<file path="src/rtl/fft_result_unloader.sv">
// Drains the final FFT bank in natural frequency order as a valid/ready stream of complex samples.
// A 4-entry skid buffer absorbs the 1-cycle synchronous RAM latency, and credit-gated reads prevent it from overflowing.
module fft_result_unloader #(
    parameter int DATA_WIDTH  = 16,
    parameter int N           = 8,
    parameter bit BIT_REVERSE = 1'b1
) (
    input  logic                    i_clk,
    input  logic                    i_rst,
    input  logic                    i_start,
    input  logic                    i_bank_sel,
    output logic                    o_rd_en,
    output logic                    o_rd_bank,
    output logic [$clog2(N)-1:0]    o_rd_addr,
    input  logic [2*DATA_WIDTH-1:0] i_rd_data,
    output logic                    o_m_valid,
    input  logic                    i_m_ready,
    output logic [DATA_WIDTH-1:0]   o_m_re,
    output logic [DATA_WIDTH-1:0]   o_m_im,
    output logic [$clog2(N)-1:0]    o_m_index,
    output logic                    o_m_last,
    output logic                    o_busy,
    output logic                    o_done
);

    localparam int AW  = $clog2(N);
    localparam int DW2 = 2 * DATA_WIDTH;

    typedef enum logic [1:0] {S_IDLE, S_ISSUE, S_DRAIN} state_t;

    state_t          r_state;
    logic            r_rd_en;
    logic            r_rd_bank;
    logic [AW-1:0]   r_rd_addr;
    logic [AW-1:0]   r_rd_idx;
    logic [AW-1:0]   r_out_idx;
    logic            r_pend;
    logic            r_done;
    logic [DW2-1:0]  r_mem [4];
    logic [1:0]      r_wptr;
    logic [1:0]      r_rptr;
    logic [2:0]      r_count;

    logic            w_valid;
    logic            w_push;
    logic            w_pop;
    logic            w_credit;
    logic            w_accept;
    logic [3:0]      w_reserved;

    function automatic logic [AW-1:0] f_addr(input logic [AW-1:0] idx);
        logic [AW-1:0] rev;
        rev = '0;
        for (int b = 0; b < AW; b++) begin
            rev[b] = idx[AW-1-b];
        end
        return BIT_REVERSE ? rev : idx;
    endfunction

    assign w_valid    = (r_count != 3'd0);
    assign w_push     = r_pend;
    assign w_pop      = w_valid & i_m_ready;
    assign w_accept   = (r_state == S_IDLE) & i_start;
    // Slots are reserved for buffered data plus every read still in the RAM pipe; a pop only frees a slot next cycle.
    assign w_reserved = {1'b0, r_count} + {3'b000, r_pend} + {3'b000, r_rd_en};
    assign w_credit   = (w_reserved < 4'd4);

    always_ff @(posedge i_clk) begin
        if (i_rst) begin
            r_wptr  <= 2'd0;
            r_rptr  <= 2'd0;
            r_count <= 3'd0;
            for (int i = 0; i < 4; i++) begin
                r_mem[i] <= '0;
            end
        end else if (w_accept) begin
            r_wptr  <= 2'd0;
            r_rptr  <= 2'd0;
            r_count <= 3'd0;
        end else begin
            if (w_push) begin
                r_mem[r_wptr] <= i_rd_data;
                r_wptr        <= r_wptr + 2'd1;
            end
            if (w_pop) begin
                r_rptr <= r_rptr + 2'd1;
            end
            case ({w_push, w_pop})
                2'b10:   r_count <= r_count + 3'd1;
                2'b01:   r_count <= r_count - 3'd1;
                default: r_count <= r_count;
            endcase
        end
    end

    always_ff @(posedge i_clk) begin
        if (i_rst) begin
            r_state   <= S_IDLE;
            r_rd_en   <= 1'b0;
            r_rd_bank <= 1'b0;
            r_rd_addr <= '0;
            r_rd_idx  <= '0;
            r_out_idx <= '0;
            r_pend    <= 1'b0;
            r_done    <= 1'b0;
        end else begin
            r_done  <= 1'b0;
            r_rd_en <= 1'b0;
            r_pend  <= r_rd_en;
            if (w_pop) begin
                r_out_idx <= r_out_idx + AW'(1);
            end
            case (r_state)
                S_IDLE: begin
                    if (i_start) begin
                        r_state   <= S_ISSUE;
                        r_rd_bank <= i_bank_sel;
                        r_rd_en   <= 1'b1;
                        r_rd_addr <= f_addr('0);
                        r_rd_idx  <= AW'(1);
                        r_out_idx <= '0;
                        r_pend    <= 1'b0;
                    end
                end
                S_ISSUE: begin
                    if (w_credit) begin
                        r_rd_en   <= 1'b1;
                        r_rd_addr <= f_addr(r_rd_idx);
                        r_rd_idx  <= r_rd_idx + AW'(1);
                        if (r_rd_idx == AW'(N - 1)) begin
                            r_state <= S_DRAIN;
                        end
                    end
                end
                S_DRAIN: begin
                    if (w_pop && (r_out_idx == AW'(N - 1))) begin
                        r_state <= S_IDLE;
                        r_done  <= 1'b1;
                    end
                end
                default: r_state <= S_IDLE;
            endcase
        end
    end

    assign o_rd_en   = r_rd_en;
    assign o_rd_bank = r_rd_bank;
    assign o_rd_addr = r_rd_addr;
    assign o_m_valid = w_valid;
    assign o_m_re    = r_mem[r_rptr][DW2-1:DATA_WIDTH];
    assign o_m_im    = r_mem[r_rptr][DATA_WIDTH-1:0];
    assign o_m_index = r_out_idx;
    assign o_m_last  = w_valid & (r_out_idx == AW'(N - 1));
    assign o_busy    = (r_state != S_IDLE);
    assign o_done    = r_done;

endmodule

</file>
<file path="config.mk">
export PLATFORM = sky130hd
export DESIGN_NAME = fft_result_unloader
export DESIGN_NICKNAME = d
export VERILOG_FILES = /design/src/rtl/fft_result_unloader.sv
export SDC_FILE = /design/constraint.sdc
export NUM_CORES = 1
export LEC_CHECK = 0
export ABC_CLOCK_PERIOD_IN_PS = 3800
export BUFFER_PORTS_ARGS = -buffer_cell sky130_fd_sc_hd__buf_2
export CORE_MARGIN = 5
export CORE_UTILIZATION = 53
export DETAILED_ROUTE_END_ITERATION = 7
export PLACE_DENSITY = 0.83
export SYNTH_ARGS = -nofsm -noshare
export SYNTH_HDL_FRONTEND = slang
export SYNTH_SLANG_ARGS = --single-unit
</file>
<file path="constraint.sdc">
create_clock -name i_clk -period 3.8 [get_ports i_clk]
set_input_delay 0.19 -clock i_clk [delete_from_list [all_inputs] [get_ports i_clk]]
set_output_delay 0.19 -clock i_clk [all_outputs]
set_load 0.005 [all_outputs]
</file>
Yosys cells after proc, flatten, opt, wreduce, memory -nomap -nowiden
Memories as Yosys holds them, arrays and structs flattened. A register that Yosys moved wholly into a read port is not among the register bits.
Cells that the tools add are included.
{"block": "op_classes", "add_sub_neg": 8, "magnitude_cmp": 1, "eq_ne": 10, "muxes": 32, "bitwise": 4, "n_reduce_logical": 12}
{"op": "two-way mux 32 bit", "n": 1}
{"op": "OR reduction 32 bit", "n": 1}
{"op": "two-way mux 3 bit", "n": 7}
{"op": "one-hot mux 3 bit (2 select lines)", "n": 3}
{"op": "two-way mux 2 bit", "n": 7}
{"op": "two-way mux 1 bit", "n": 12}
{"op": "adder 3 x 1 -> 3 bit (second input constant)", "n": 3}
{"op": "inequality test 2 bit (second input constant)", "n": 4}
{"op": "== test 3 bit (second input constant)", "n": 2}
{"op": "one-hot mux 2 bit (3 select lines)", "n": 1}
{"op": "nonzero test 2 bit", "n": 3}
{"op": "adder 2 x 1 -> 2 bit (second input constant)", "n": 2}
{"op": "adder 3 x 1 -> 4 bit", "n": 1}
{"op": "adder 4 x 1 -> 4 bit", "n": 1}
{"op": "== test 2 x 1 -> 1 bit (second input constant)", "n": 2}
{"op": "== test 2 bit (second input constant)", "n": 2}
{"op": "less-than comparator 4 x 3 -> 1 bit (second input constant)", "n": 1}
{"op": "AND reduction 4 bit", "n": 1}
{"op": "OR reduction 2 bit", "n": 2}
{"op": "bitwise AND 1 bit", "n": 3}
{"op": "AND reduction 3 bit", "n": 1}
{"op": "nonzero test 3 bit", "n": 1}
{"op": "subtractor 3 x 1 -> 3 bit (second input constant)", "n": 1}
{"op": "zero test 2 bit", "n": 1}
{"op": "4 further kinds", "n": 4}
{"block": "word_totals", "register_bits": 22, "mem_bits_rw": 128, "output_inout_bits": 44, "elab_cells": 79, "mem_count": 1}
{"memory": "r_mem", "depth": 4, "width": 32, "rd": 1, "rd_ports_with_merged_regs": 1, "wr": 4, "line": "39", "source": "logic [DW2-1:0] r_mem [4];"}

Depth between registers and ports, before layout
{"block": "depth", "depth_word": 7, "depth_mapped": 9}

Least setup slack after synthesis
OpenSTA, ideal clock, no wires.
{"block": "synth_timing", "path_kind": "reg-to-reg", "startpoint": "reg r_wptr[0]", "endpoint": "mem r_mem[3][0] in the netlist's numbering (enable)", "arrival_time_ps": 2861, "slack_ps": 474, "stages_incl_launch_ff": 3, "cell_sequence": "dfxtp_1 nand3_1 o21ai_0"}
{"element": "start: declaration", "line": "40", "source": "logic [1:0] r_wptr;"}
{"element": "start signal: assignment", "line": "83", "source": "r_wptr <= r_wptr + 2'd1;"}
{"element": "end: declaration", "line": "39"}

==> summary.md <==
| Metric | Value |
|---|---|
| MaxCap Viol Count | 0 |
| WHS Endpoint | o_rd_bank |
| Post-synthesis xor/xnor area fraction | 0.918% |
| P_leak | about 3.0 nW |
| Least-Margin Pin Slew | 1220 ps |
| Via-per-instance ratio | between 5 and 6 |
| Seq/Total Area, Yosys | ~65% |
| # DRC | 0 |
| Yosys cell types | 42 |
| GR peak layer | met2 |
| First-pass GRT wire length | 21000 microns |
| CP arrival | ~2300 ps |
| Crit-path cells | mux4_2, buf_2 |
| Core Area | roughly 0.012 sq mm |
| WS Path Type | register to primary output |
| CP max FO | 32 |
| R2R setup slack | 1450 ps |
| Fin Hold WS | around 23 ps |
| Met2 usage | 32.1% |
| Antenna violations before repair | 1 |
| P&R area growth vs syn | 16.3% |
| FF-to-FF path depth | 4 |
| Yosys top cell area share | 57.5% |
| Clk slew on worst S/H paths | around 60 ps |
| Synthesized cell area | between 0.006 and 0.007 sq mm |
| Vias in the first global route | between 4000 and 5000 |
| Io pins | 81 |
| Crit share post-route | between 60% and 70% |
| Worst vdd ir | between 0.0002 and 0.0003 V |
| Largest net degree at the start of global routing | 34 |
| Setup crit end kind | primary output |
| Total gr overflow | 0 |
| Post-synthesis mux area share | between 10 and 15% |
| Post-CTS Resized | 0 |
| Final Setup Violations | 0 |
| Skew final | 6.93 ps |
| Slew margin rel. | a little under a fifth |
| Worst reg2reg endpoint | r_mem[0][8] |
| Maximum clock path buffer count | 2 |
| Chip Height | 122 microns |
| DRT Pass-1 Iters | 4 |
| CTS Buf Count | 17 |
| Synth Register Bits | between 150 and 200 |
| Detailed Place HPWL | between 8000 and 9000 microns |
| # hold bufs at CTS | 0 |
| Pre-CTS setup slack | approximately 1400 ps |
| Largest family of logic cells by synthesized area | simple AND/OR/NAND/NOR gates |
| Post-synthesis cell type with the largest combined area | edfxtp_1 |
| Most common cell after layout, fill and taps aside | and2_1 |
| Yosys warns | 0 |
| Clk sink count | approximately 150 |
| Most used DFF post-synth | edfxtp_1 |
| Critical Path Slowest Stage Cell | dfxtp_2 |
| EDFF count, synth | about 130 |
| Finished Cell Area | 0.00777 sq mm |
| Buf/Inv on CP | 1 |
| Worst reg2reg startpoint | r_state[1] |
| Mean Syn Cell Area | about 15 sq um |
| Compound-cell area share of the yosys netlist | 2.17% |
| IO buf count | 80 |
| Hold path depth | 3 |
| Routed wire length | 12800 microns |
| Simple-gate share of the synthesized area | between 10% and 20% |
| Commonest cells after routing, fill and taps aside | and2_1 (129), edfxtp_1 (128), buf_2 (80), mux4_2 (32), dfxtp_1 (22) |
| Gr usage total | a little under a fifth |
| Power Density | roughly 480 mW/mm^2 |
| CTS tree | done |
| Async SR Flop Fraction | 0% |
| Antenna Violating Nets Remaining | 0 |
| Placer congestion estimate | a little under 0.8 |
| CTS root buf | clkbuf_16 |
| Class of the worst hold path | input port to register |
| Starting Density | ~54% |
| CP Launch Type | register |
| Adder-cell share of the synthesized area | between 1 and 1.5% |
| Synth Net Count | roughly 480 |
| Ranking of synthesized cells by area | edfxtp_1 (58%), and2_1 (12%), mux4_2 (11%) |
| Met3 usage | between 4 and 5% |
| Die X | about 120 microns |
| Setup bufs post-CTS | 0 |
| CP required | approximately 3600 ps |
| Min Tclk post-route | around 2500 ps |
| Slew Viols, Final | 0 |
| RSZ-0062 raised after global routing | no |
| # diodes | 0 |
| Placed cell areas | roughly 0.007 sq mm |
| Clk_lat worst skew | 410 ps |
| CP peak stage delay | 1090 ps |
| Nets | between 500 and 600 |
| Syn Inst Count | 432 |
| Worst setup margin | roughly 1300 ps |
| Row count | just over 40 |
| Drt wl/cell | about 18 microns |
| Final hold violation count | 0 |
| Vias | 3705 |
| Final TNS setup | 0 ps |
| Htree depth | 4 |
| Met1 usage | a little under a quarter |
| Status | finished clean |
| Fmax | 401 MHz |
| 1st-iter DRT viols | ~270 |
| Die Area | between 0.01 and 0.015 sq mm |
| Fraction of layout cells with a size suffix above 1 | a little under a third |
| CP top delay family | flip-flops |
| Worst Hold Launch | i_bank_sel |
[sequential cells by signal, summed over array words and instances (netlist names), named ones only]
signal     cells
r_mem        128
r_state        2
o_rd_addr      3
o_rd_en        1
r_rd_idx       3
r_rptr         2
r_count        3
o_done         1
r_pend         1
o_rd_bank      1
r_wptr         2
o_m_index      3
[stage by stage]
step	utilization (%)	total power [mW]	cells
6_report	62.3	3.69	695
5_1_grt	62.3	3.83	695
4_1_cts	62.3	3.72	695
3_5_place_dp	57.6	2.11	663
3_3_place_gp	57.6	2.10	663
2_1_floorplan	-	2.02	432
[cells by family (layout without fill, tap and decap cells)]
family | Yosys count | after routing
AO/OA/AOI/OAI | 21 | 21
XOR/XNOR | 7 | 7
buffers and inverters | 32 | 123
flip-flops | 152 | 152
adder cells (fa/ha/maj) | 7 | 7
AND/OR/NAND/NOR | 177 | 177
multiplexers | 36 | 36
[power breakdown]
part | internal [mW] | total (mW) | switching, mW
logic | 0.0800 | 0.181 | 0.101
clock network | 1.01 | 1.62 | 0.611
registers | 1.87 | 1.90 | 0.0282
total | 2.95 | 3.69 | 0.740
[tightest hold or removal path, stage by stage]
cell and delay (ps):
buf_2 100, nand2_1 40, a21oi_1 50
[routing by layer]
layer  part of all wire [%]  wire length, microns
met5                   0.10                    13
met2                     51                  6550
met1                     42                  5380
met3                    5.5                   702
met4                    1.4                   186
[layout make-up]
cell class	count	area, sq um
Clock buffer	25	517
Multi-Input combinational cell	248	2190
Timing Repair Buffer	83	423
Inverter	8	30.0
Sequential cell	152	4330
Clock inverter	7	63.8
Tap cell	172	215
Fill cell	917	4700
[cell usage after synthesis (all sizes together), types with 2 or more instances]
| master | n |
|---|---|
| a21oi | 7 |
| nand2 | 6 |
| edfxtp | 128 |
| nor4 | 2 |
| clkbuf | 8 |
| mux2i | 2 |
| nand3 | 6 |
| a31oi | 2 |
| a21o | 3 |
| buf | 16 |
| nand2b | 3 |
| or3 | 2 |
| or2 | 4 |
| inv | 8 |
| a211oi | 2 |
| ha | 6 |
| mux4 | 32 |
| dfxtp | 24 |
| o21ai | 3 |
| nor2 | 17 |
| mux2 | 2 |
| xor2 | 6 |
| and2 | 129 |
| nor2b | 2 |
| or3b | 3 |
[how the worst max path moves through the flow]
| stage | from | to | slack (ps) | cells past startpoint |
|---|---|---|---|---|
| 5_1_grt | register | o_m_im[9] | 1050 | 2 |
| 4_1_cts | register | o_m_re[14] | 1180 | 2 |
| 6_report | register | o_m_im[9] | 1310 | 2 |
| 2_1_floorplan | r_wptr[0] | r_mem[3][0] | 470 | 2 |
| 3_3_place_gp | i_rst | r_mem[2][16] | 1500 | 5 |
| 3_5_place_dp | i_rst | r_mem[2][11] | 1430 | 5 |
Power figures use the tool's default switching activity.
